File: src/rtl/muldiv_unit.sv
// Iterative RV32M multiply/divide unit.
// A request is accepted in IDLE or DONE. Multiplies and divides run one bit per
// cycle in CALC, then FIX applies the sign and selects the result word.
// Divide-by-zero and signed overflow finish straight away.
// Ports:
//   clk, rst_n       clock (rising edge), asynchronous active-low reset
//   start            request strobe, sampled only in IDLE or DONE
//   funct_3          M-extension op select (MUL..REMU)
//   op_a, op_b       rs1/rs2 values, captured when a request is accepted
//   flush            abort any in-flight operation; has priority over start
//   busy             high while an accepted operation is in progress (stall)
//   done             one-cycle pulse, result valid
//   result           last completed result, held until the next write
module muldiv_unit #(
    parameter int unsigned XLEN = 32
) (
    input  logic            clk,
    input  logic            rst_n,
    input  logic            start,
    input  logic [2:0]      funct_3,
    input  logic [XLEN-1:0] op_a,
    input  logic [XLEN-1:0] op_b,
    input  logic            flush,
    output logic            busy,
    output logic            done,
    output logic [XLEN-1:0] result
);

    localparam int unsigned CW = $clog2(XLEN) + 1;
    localparam logic [CW-1:0] CNT_LAST = CW'(XLEN - 1);
    localparam logic [XLEN-1:0] INT_MIN = {1'b1, {(XLEN-1){1'b0}}};

    typedef enum logic [1:0] {
        S_IDLE,
        S_CALC,
        S_FIX,
        S_DONE
    } state_t;

    state_t state, next_state;

    logic [CW-1:0]   cnt;
    logic [2:0]      op_q;
    logic            neg_q;
    // hi_q:lo_q holds the product, or the remainder:quotient, during CALC
    logic [XLEN-1:0] hi_q;
    logic [XLEN-1:0] lo_q;
    logic [XLEN-1:0] b_q;

    logic            accept;
    logic            a_signed, b_signed, a_neg, b_neg, neg_c;
    logic [XLEN-1:0] a_mag, b_mag;
    logic            div_zero, div_ovf, special;
    logic [XLEN-1:0] special_res;

    logic [XLEN:0]     mul_sum;
    logic [XLEN:0]     div_shift;
    logic              div_ge;
    logic [XLEN-1:0]   hi_nxt, lo_nxt;
    logic [2*XLEN-1:0] prod, prod_fix;
    logic [XLEN-1:0]   div_raw, div_fix, fix_res;

    assign accept = start && !flush && (state == S_IDLE || state == S_DONE);

    // Operand signedness per op
    always_comb begin
        a_signed = 1'b0;
        b_signed = 1'b0;
        case (funct_3)
            3'b001, 3'b100, 3'b110: begin
                a_signed = 1'b1;
                b_signed = 1'b1;
            end
            3'b010:  a_signed = 1'b1;
            default: ;
        endcase
    end

    assign a_neg = a_signed && op_a[XLEN-1];
    assign b_neg = b_signed && op_b[XLEN-1];
    // INT_MIN negates to itself, which is the correct unsigned magnitude
    assign a_mag = a_neg ? -op_a : op_a;
    assign b_mag = b_neg ? -op_b : op_b;

    // Recorded result sign: remainder follows the dividend only
    always_comb begin
        neg_c = 1'b0;
        case (funct_3)
            3'b001, 3'b010, 3'b100: neg_c = a_neg ^ b_neg;
            3'b110:                 neg_c = a_neg;
            default:                neg_c = 1'b0;
        endcase
    end

    // Early-out divide cases
    assign div_zero = funct_3[2] && (op_b == '0);
    assign div_ovf  = funct_3[2] && !funct_3[0] && (op_a == INT_MIN) && (op_b == '1);
    assign special  = div_zero || div_ovf;
    always_comb begin
        special_res = '0;
        if (div_zero) special_res = funct_3[1] ? op_a : '1;
        else          special_res = funct_3[1] ? '0 : op_a;
    end

    // One iteration: shift-add multiply or restoring divide step
    always_comb begin
        mul_sum   = {1'b0, hi_q} + (lo_q[0] ? {1'b0, b_q} : '0);
        div_shift = {hi_q, lo_q[XLEN-1]};
        div_ge    = div_shift >= {1'b0, b_q};
        hi_nxt    = hi_q;
        lo_nxt    = lo_q;
        if (op_q[2]) begin
            hi_nxt = div_ge ? XLEN'(div_shift - {1'b0, b_q}) : div_shift[XLEN-1:0];
            lo_nxt = {lo_q[XLEN-2:0], div_ge};
        end else begin
            hi_nxt = mul_sum[XLEN:1];
            lo_nxt = {mul_sum[0], lo_q[XLEN-1:1]};
        end
    end

    // Sign fix-up and word select
    always_comb begin
        prod     = {hi_q, lo_q};
        prod_fix = neg_q ? -prod : prod;
        div_raw  = op_q[1] ? hi_q : lo_q;
        div_fix  = neg_q ? -div_raw : div_raw;
        if (op_q[2])              fix_res = div_fix;
        else if (op_q[1:0] == '0) fix_res = prod_fix[XLEN-1:0];
        else                      fix_res = prod_fix[2*XLEN-1:XLEN];
    end

    // State register
    always_ff @(posedge clk or negedge rst_n) begin
        if (!rst_n) state <= S_IDLE;
        else        state <= next_state;
    end

    // Next-state logic
    always_comb begin
        next_state = state;
        if (flush) begin
            next_state = S_IDLE;
        end else begin
            case (state)
                S_IDLE:  if (start) next_state = special ? S_DONE : S_CALC;
                S_CALC:  if (cnt == CNT_LAST) next_state = S_FIX;
                S_FIX:   next_state = S_DONE;
                S_DONE:  next_state = start ? (special ? S_DONE : S_CALC) : S_IDLE;
                default: next_state = S_IDLE;
            endcase
        end
    end

    // Registered status outputs track the next state
    always_ff @(posedge clk or negedge rst_n) begin
        if (!rst_n) begin
            busy <= 1'b0;
            done <= 1'b0;
        end else begin
            busy <= (next_state == S_CALC) || (next_state == S_FIX);
            done <= (next_state == S_DONE);
        end
    end

    // Datapath
    always_ff @(posedge clk or negedge rst_n) begin
        if (!rst_n) begin
            cnt    <= '0;
            op_q   <= '0;
            neg_q  <= 1'b0;
            hi_q   <= '0;
            lo_q   <= '0;
            b_q    <= '0;
            result <= '0;
        end else if (accept) begin
            cnt   <= '0;
            op_q  <= funct_3;
            neg_q <= neg_c;
            hi_q  <= '0;
            lo_q  <= a_mag;
            b_q   <= b_mag;
            if (special) result <= special_res;
        end else if (!flush && state == S_CALC) begin
            cnt  <= cnt + CW'(1);
            hi_q <= hi_nxt;
            lo_q <= lo_nxt;
        end else if (!flush && state == S_FIX) begin
            result <= fix_res;
        end
    end

endmodule

File: config.mk
export PLATFORM = sky130hd
export DESIGN_NAME = muldiv_unit
export DESIGN_NICKNAME = d
export VERILOG_FILES = /design/src/rtl/muldiv_unit.sv
export SDC_FILE = /design/constraint.sdc
export NUM_CORES = 1
export LEC_CHECK = 0
export BUFFER_PORTS_ARGS = -buffer_cell sky130_fd_sc_hd__buf_2
export CORE_MARGIN = 8
export CORE_UTILIZATION = 25
export DETAILED_ROUTE_END_ITERATION = 10
export PLACE_DENSITY = 0.4
export SLEW_MARGIN = 20
export SYNTH_ARGS = -nofsm -noshare
export SYNTH_HDL_FRONTEND = slang
export SYNTH_SLANG_ARGS = --single-unit
export TNS_END_PERCENT = 20
File: constraint.sdc
create_clock -name clk -period 3.73 [get_ports clk]
set_input_delay 0 -clock clk [delete_from_list [all_inputs] [get_ports clk]]
set_output_delay 0 -clock clk [all_outputs]
set_load 0.005 [all_outputs]
Word level (Yosys, flattened, before mapping). Index checks and enable logic that the tools add are counted. W data, S select, Z words.

Output and inout bits: 34. Bits of input ports: 71. Flip-flop bits (word level): 142.

$lt $le $gt $ge: 1. Add/subtract/negate cells: 7. Bitwise gates (word level): 1. Equal/unequal tests: 15. Mux-type cells: 33. Reductions and logical operators: 24.

Operators by type and width (count): $mux W32 (21); $neg A32 Y32 (3); $eq A32 B32 Y1 const B (2); $mux W64 (1); $neg A64 Y64 (1); $add A32 B32 Y33 (1); $ge A33 B32 Y1 (1); $logic_not A32 Y1 (1); $sub A32 B32 Y32 (1); $mux W6 (2); $logic_and A1 B1 Y1 (10); $mux W2 (5); $eq A2 B2 Y1 const B (4); $pmux W2 S4 (1); $add A6 B1 Y6 const B (1); $eq A3 B3 Y1 const B (2); $eq A6 B5 Y1 const B (1); $reduce_or A3 Y1 (2); $eq A2 B1 Y1 const B (2); $logic_not A2 Y1 (2); $reduce_bool A2 Y1 (2); $reduce_or A4 Y1 (1); $eq A3 B1 Y1 const B (1); $eq A3 B2 Y1 const B (1); other kinds (8) (12).

Longest topological paths before layout. Gate-level depths: netlist (run 1).

Depth in word-level cells: 11. Gate-level depth with buffers: 16. Depth with buffers taken out: 13.

Least setup slack after synthesis (run 1). Ideal clock, no wire load.

Path kind: flip-flop to flip-flop. From: register op_q[1]. To: register result[26]. Cell stages (with the launch flop): 17. Slack: -317 ps. Data arrival time: 3925 ps. Library setup time: 121 ps. Path buffers: 6. Period minus slack after synthesis: 4047 ps. Cells stage by stage: dfrtp_1 > buf_4 > buf_2 > buf_2 > buf_2 > buf_2 > buf_1 > mux2i_1 > ha_1 > o221ai_1 > or4_4 > nand3b_4 > or3_1 > o21ai_1 > xor2_1 > o21ai_0 > o22a_1.

Word-level cells in the longest chain between the ends: 7.

RTL lines: start: declaration (line 43) `logic [2:0] op_q;`; start signal: assignment (line 177) `op_q <= funct_3;`; $mux W32 (line 125) `div_raw = op_q[1] ? hi_q : lo_q;`; $neg A32 Y32 (line 126) `div_fix = neg_q ? -div_raw : div_raw;`; $mux W32 (line 126); $mux W32 (*) (line 127) `if (op_q[2]) fix_res = div_fix;`; $mux W32 (*) (line 187) `end else if (!flush && state == S_FIX) begin`; $mux W32 (*) (line 183) `end else if (!flush && state == S_CALC) begin`; $mux W32 (*) (line 175) `end else if (accept) begin`; end signal: assignment (line 182) `if (special) result <= special_res;`; end signal: assignment (line 188) `result <= fix_res;`; end: declaration (line 26) `output logic [XLEN-1:0] result`.

Mark *: on every way between the ends. The rest lies on a longest branch, timed or not. The select of a mux whose other input is x is not followed. A chain may end at the register's enable or synchronous reset.

Worst setup path after layout (run 1).
From: register lo_q[0]. To: register result[23].

Word-level cells in the longest chain between the ends: 7.

RTL lines: start: declaration (line 47) `logic [XLEN-1:0] lo_q;`; start signal: assignment (line 180) `lo_q <= a_mag;`; start signal: assignment (line 186) `lo_q <= lo_nxt;`; $neg A64 Y64 or $mux W32 (tied branches) (line 124, 125); $mux W64 or $neg A32 Y32 (tied branches) (line 124, 126); $mux W32 (on tied branches) (line 128, 126); $mux W32 (*) (line 127); $mux W32 (*) (line 187); $mux W32 (*) (line 183); $mux W32 (*) (line 175).

Marks and branches as above.

==> results of run 1 <==
[timing repair]
item / in CTS / in global routing
resized for setup: 0 / 7
hold buffers: 78 / 0
endpoints found under the hold margin: 163 / 0
setup endpoints to repair: 0 / 12
[worst register-to-register path, delay by kind of cell, from the launching register on]
| kind | cells | cell delay, ns |
|---|---|---|
| buffers and inverters | 2 | 0.41 |
| xor gates and xnor gates | 1 | 0.14 |
| and+or+nand+nor | 4 | 1.64 |
| DFF | 1 | 0.42 |
| AOI/OAI and AO/OA | 4 | 0.93 |
[cells in the final DEF, fill, tap and decap left out, types with 78 or more instances in the layout]
| cell | count |
|---|---|
| buf_4 | 113 |
| xnor2_1 | 112 |
| buf_2 | 103 |
| dlygate4sd3_1 | 78 |
| a21oi_1 | 146 |
| nand2_1 | 225 |
| o21ai_0 | 196 |
| nor2_1 | 171 |
| dfrtp_1 | 139 |
| xor2_1 | 86 |
[power by group]
part / switching [W] / internal (W) / leakage (nW) / total [W]
logic: 0.00759 / 0.00508 / 5.89 / 0.0127
clock network: 0.000857 / 0.00108 / 0.291 / 0.00194
registers: 0.00100 / 0.00223 / 1.78 / 0.00323
[registers in the layout, summed over array words and instances (netlist names)]
name / cells
b_q: 32
lo_q: 32
op_q: 3
cnt: 6
busy: 1
hi_q: 32
state: 2
neg_q: 1
result: 32
done: 1
[synthesized netlist by cell type (6+ instances only)]
cell type / instances
a22o_1: 6
o211ai_1: 41
nand3_1: 30
o21bai_1: 13
o21a_1: 11
xnor2_1: 112
buf_1: 14
mux2_2: 15
o221ai_1: 8
a221oi_1: 8
a21oi_1: 147
nor3_1: 53
dfrtp_1: 142
and4_1: 6
or2_2: 8
clkbuf_1: 127
o41ai_1: 8
o22ai_1: 9
a31oi_1: 25
o21ai_0: 196
mux2i_1: 76
nand2_1: 226
buf_2: 17
a22oi_1: 6
or3_1: 16
o21ai_1: 10
nor2_1: 172
nor4_1: 19
nand2b_1: 19
inv_1: 66
nor3b_1: 8
maj3_1: 27
and2_1: 7
a21o_1: 36
nor2b_1: 7
a211oi_1: 28
xor2_1: 86
nand4_1: 26
o31ai_1: 39
and3_1: 10
ha_1: 75
or4_1: 12
[metal layers]
metal / GRT usage (%) / vias to the layer above / wire (um)
met5: 0 / - / 0
met4: 6.19 / 0 / 1790
met3: 3.01 / 96 / 2960
met2: 30.8 / 383 / 32000
met1: 25.6 / 8047 / 31600
li1: - / 7795 / -
[layout make-up]
type	instances	area [sq um]	share of cell area [%]
antenna	1	2.50	0.0131
inverter	67	255	1.34
multi-input combinational	1696	11300	59.4
tap	846	1060	5.56
timing repair buffer	299	2230	11.7
clock inverter	14	181	0.953
clock buffer	18	439	2.31
sequential	142	3560	18.7
[kinds of logic (layout without fill, tap and decap cells)]
kind of cell	after synthesis	in the layout	share of synthesized area, %
AOI/OAI and AO/OA	645	645	26.1
other	0	1	0
muxes	91	91	5.92
buffers and inverters	230	398	5.82
adders and majority gates	104	104	7.95
and+or+nand+nor	658	658	20.6
DFF	142	142	22.6
xor gates and xnor gates	198	198	11.0
[stage by stage]
step                      cells  area (sq um)
final                      3083         19000
after global routing       3082         19000
after CTS                  3082         19000
after detailed placement   2972         17600
after global placement     2972         17600
after floorplan            2068         15700
[worst min-delay path by stage]
stage / from / to / slack, ns
2_1_floorplan: rst_n / b_q[0] / -0.30
3_3_place_gp: rst_n / done / 0.18
3_5_place_dp: rst_n / done / 0.17
4_1_cts: op_a[31] / lo_q[31] / 0.03
5_1_grt: funct_3[1] / result[17] / 0.07
6_report: op_a[31] / lo_q[31] / 0.06
==> metrics.txt, run 1 <==
Fin Clk Skew 0.0269 ns; Root Driver clkbuf_16; CP required 4.16 ns; Fin. Hold Viols 0; critical path depth 11; Slew Limit Fails 0; Bufs and invs on worst path 2; min-delay worst type input pin to register; max-cap viol count 0; flops & latches, synth 142; FMAX 277 MHz; Post-Syn Instances around 2.1k; DIE AREA 0.0711 sq mm; Clock Pin Slew Worst Setup and Hold Paths 0.07 ns; vias 16.3k; register area share after synthesis 22.6%; Setup TNS 0 ns; Post-synth ARST share 100%; Setup violations, final 0; count of cell types in the netlist 94; Avg Vias per Cell 5.29; setup ws final 0.123 ns; synthesized area per cell 7.59 sq um; sequence of cells on the critical path buf_4, nor4_1, buf_4, and4_1, and4_1, nand4_2, o31ai_1, xor2_1, o211ai_1, o221ai_1, o21ai_1; Total Power between 0.015 and 0.02 W; number of post-CTS setup repair buffers 0; Final Core Density 30.4%; nature of the critical path endpoint register; Core ar. 0.0626 sq mm; post-layout minimum cycle time 3.61 ns; crit path max fanout 9; port buffer count 104; startpoint type of the worst setup path register; first-pass GRT wire length 104 mm; area leader, netlist dfrtp_1; Fillers 6834; RSZ-0062 raised after global routing no; layout cell share with drive strength beyond 1 14.8%; CTS tree done; worst setup path endpoint result[23]; Peak VDD IR 0.423 mV; crit path DAT 4.04 ns; Rel. slew slack 37.7%; initial drt markers 1395; leakage power figure 7.96 nW; Setup WS pre-CTS 0.0454 ns; PwrDens 937 mW/mm^2; largest cells by area after synthesis dfrtp_1 (23%), o21ai_0 (6.2%), xnor2_1 (6.2%); Crit path largest cell delay 0.47 ns; wire length per cell 22.2 um; fin crit share 96.7%; grt ovf 0; Hold Crit Depth 4; synthesized area 0.0157 sq mm; Worst R2R End result[23]; family with the most delay on the worst path simple AND/OR/NAND/NOR gates; critical path type register to register; worst reg2reg path startpoint lo_q[0]; Yosys Warn Count 0; clock buffer depth 2; Final ANT Viol Nets 0; Clk Latency, worst-skew pair 0.51 ns; Synth Flop Type dfrtp_1; final net count 2371; H-tree Lvls 4; IO Count 105; DRC 0; number of CTS-inserted buffers 17; Die Y about 270 um; Crit-path slowest cell and4_1; worst-margin pin slew around 0.93 ns; worst reg2reg path depth 11; largest net degree at the start of global routing 87; DR pass1 iterations 5; Crit. Startpoint lo_q[0]; synth-to-layout area growth 21.2%; vias in the first global route 16.1k; Hold Slack 0.0609 ns; Sink Count 142; DP HPWL 52.7 mm; row count 92; Starting Density 25.1%; Routed WL 68.4 mm; Post-synth EDFFs 0; Yosys top cell area share a little under a quarter; initial antenna violation count 4; die width 267 um; r2r setup slk between 0.1 and 0.15 ns; Total GRT Usage 19.0%; status finished, final reports clean; gpl congestion ~0.90; syn_nets 2216
(Power assumes the default switching activity.)
==> run 2: changes to the inputs <==
--- a/config.mk
+++ b/config.mk
@@ -9,7 +9,6 @@
 export CORE_MARGIN = 8
 export CORE_UTILIZATION = 25
 export DETAILED_ROUTE_END_ITERATION = 10
-export PLACE_DENSITY = 0.4
 export SLEW_MARGIN = 20
 export SYNTH_ARGS = -nofsm -noshare
 export SYNTH_HDL_FRONTEND = slang
==> run 2 against run 1 <==
Sequential power about the same. Sequential share of layout area rose by 0.36 points. Worst setup slack better by 0.075 ns. Critical path type unchanged. Largest power group unchanged.
==> metrics.txt, run 2 (synthesis gave the netlist of run 1 again) <==
status finished, final reports clean; layout cell share with drive strength beyond 1 13.0% (-1.8 points); Setup violations, final 0 (unchanged); startpoint type of the worst setup path register; post-layout minimum cycle time 3.53 ns (-0.0746 ns); Core ar. 0.0626 sq mm (unchanged); number of CTS-inserted buffers 17 (unchanged); Die Y 267 um (unchanged); P_int 0.00818 W (-2.5%); PwrDens 915 mW/mm^2 (-2.3%); most frequent CP cell buf_4; DP HPWL 44.9 mm (-15%); Flop pwr share 19.1% (+1.0 points); vias in the first global route 15.4k (-4.5%); most common cell after layout, fill and taps aside nand2_1; DRC 0 (unchanged); first-pass GRT wire length 92.4 mm (-11%); Root Driver clkbuf_16; IO Count 105 (unchanged); synth-to-layout area growth 18.9%; Hold Crit Start funct_3[1]; leakage power figure 7.76 nW (-2.5%); gpl congestion 0.923 (+2.7%); # diodes 0 (-1); max-cap viol count 0 (unchanged); min-delay worst type input pin to register; crit path DAT 3.86 ns (-0.18 ns); Peak VDD IR 0.474 mV (+12%); number of post-CTS setup repair buffers 0 (unchanged); H-tree Lvls 4 (unchanged); grt ovf 0 (unchanged); Logic pwr share 69.9% (-1.1 points); Slew Limit Fails 0 (unchanged); port buffer count 104 (unchanged); Sw Ratio 52.1% (-0.84 points); final net count 2324 (-2.0%); Routed WL 59.8 mm (-13%); clock share of power 11.1% (+0.2 points); FMAX 283 MHz (+2.1%); critical path type register to register; nature of the critical path endpoint register; CP required 4.06 ns (-0.10 ns); row count 92 (unchanged); Clk Latency, worst-skew pair 0.47 ns (-0.04 ns); Starting Density 25.1% (unchanged); DR pass1 iterations 5 (unchanged); worst-margin pin slew 1.01 ns (+0.0788 ns); CTS tree done; Sink Count 142 (unchanged); Clock Pin Slew Worst Setup and Hold Paths 0.06 ns (about the same); die width 267 um (unchanged); Fin. Hold Viols 0 (unchanged); Setup TNS 0 ns (unchanged); Rel. slew slack 32.5% (-5.2 points); DIE AREA 0.0711 sq mm (unchanged); sequence of cells on the critical path inv_1, buf_4, nor2_1, ha_1, and4_1, a31o_2, a21o_1, a32oi_1, o21ai_1, a311oi_1, buf_4, xnor2_1, o311ai_1, a31oi_1; wire length per cell 19.7 um (-11%); Total GRT Usage 16.3% (-2.7 points); clock buffer depth 2 (unchanged); Switch Pwr 0.00891 W (-5.7%); Fin Clk Skew 0.00928 ns (-0.0176 ns); Crit. Startpoint lo_q[0]; Final ANT Viol Nets 0 (unchanged); most frequent cells in the layout nand2_1 (225), o21ai_0 (195), nor2_1 (171); worst reg2reg path startpoint lo_q[0]; Avg Vias per Cell 5.37 (+1.4%); Crit-path slowest cell dfrtp_1; vias 16.3k (-0.20%); largest net degree at the start of global routing 93 (+6.9%); Final Core Density 29.8% (-0.58 points); fin crit share 94.7% (-2.0 points); RSZ-0062 raised after global routing no; crit path max fanout 15 (+6); initial drt markers 1358 (-2.7%); initial antenna violation count 0 (-4); Fillers 6859 (+0.37%); Crit path largest cell delay 0.47 ns (about the same)
-- run 2: path summary, 6_finish.rpt --
kind                                   end  slack, ns  depth (start not counted)
worst max-delay path              hi_q[27]       0.20                         14
worst min-delay path            result[14]       0.10                          4
max in group asynchronous          b_q[19]       2.66                          3
worst max register to register    hi_q[27]       0.20                         14
worst min register to register     b_q[22]       0.48                          2
min in group asynchronous        result[7]       0.22                          2
-- run 2: metal layers --
| layer | global-route usage, % | wire, um | vias up |
|---|---|---|---|
| met1 | 21.5 | 25900 | 7838 |
| li1 | - | - | 7714 |
| met3 | 2.75 | 4200 | 115 |
| met4 | 6.73 | 2170 | 0 |
| met5 | 0 | 0 | - |
| met2 | 26.3 | 27500 | 621 |
-- run 2: stage by stage --
step           power [W]  hold WS (ns)  std cells  instance area (sq um)  setup WS (ns)
4_1_cts           0.0169        0.0891       3035                  18700          0.163
2_1_floorplan     0.0115        -0.296       2068                  15700         0.0272
3_3_place_gp      0.0149         0.196       2930                  17300          0.300
3_5_place_dp      0.0149         0.198       2930                  17300          0.191
5_1_grt           0.0184         0.145       3035                  18700        0.00101
6_report          0.0171         0.102       3035                  18700          0.197
-- run 2: area by class of cell --
type	instances	area (sq um)	area share, %
clock buffers	20	467	2.50
inverters	67	251	1.35
multi-input cells	1696	11300	60.5
flip-flops and latches	142	3560	19.1
repair buffers	252	1880	10.1
clock inverters	12	158	0.844
well taps	846	1060	5.67
-- run 2: timing repair --
action,CTS,global route
gates resized for setup,0,3
endpoints found under the setup margin,0,4
hold endpoints to repair,165,0
hold buffers,73,0
-- run 2: power by group through the flow --
| stage | combinational, W | clock, W | sequential [W] |
|---|---|---|---|
| global placement | 0.0116 | 0 | 0.00325 |
| floorplan | 0.00883 | 0 | 0.00269 |
| finish | 0.0119 | 0.00189 | 0.00326 |
| CTS | 0.0118 | 0.00193 | 0.00324 |
| detailed placement | 0.0116 | 0 | 0.00326 |
| global route | 0.0130 | 0.00197 | 0.00336 |
-- run 2: critical path: cells and delay by family, from the launching register on --
family / cells / cell delay, ns
AOI/OAI and AO/OA: 7 / 1.47
buffers and inverters: 3 / 0.71
DFF: 1 / 0.47
adders and majority gates: 1 / 0.37
and+or+nand+nor: 2 / 0.32
xor gates and xnor gates: 1 / 0.06
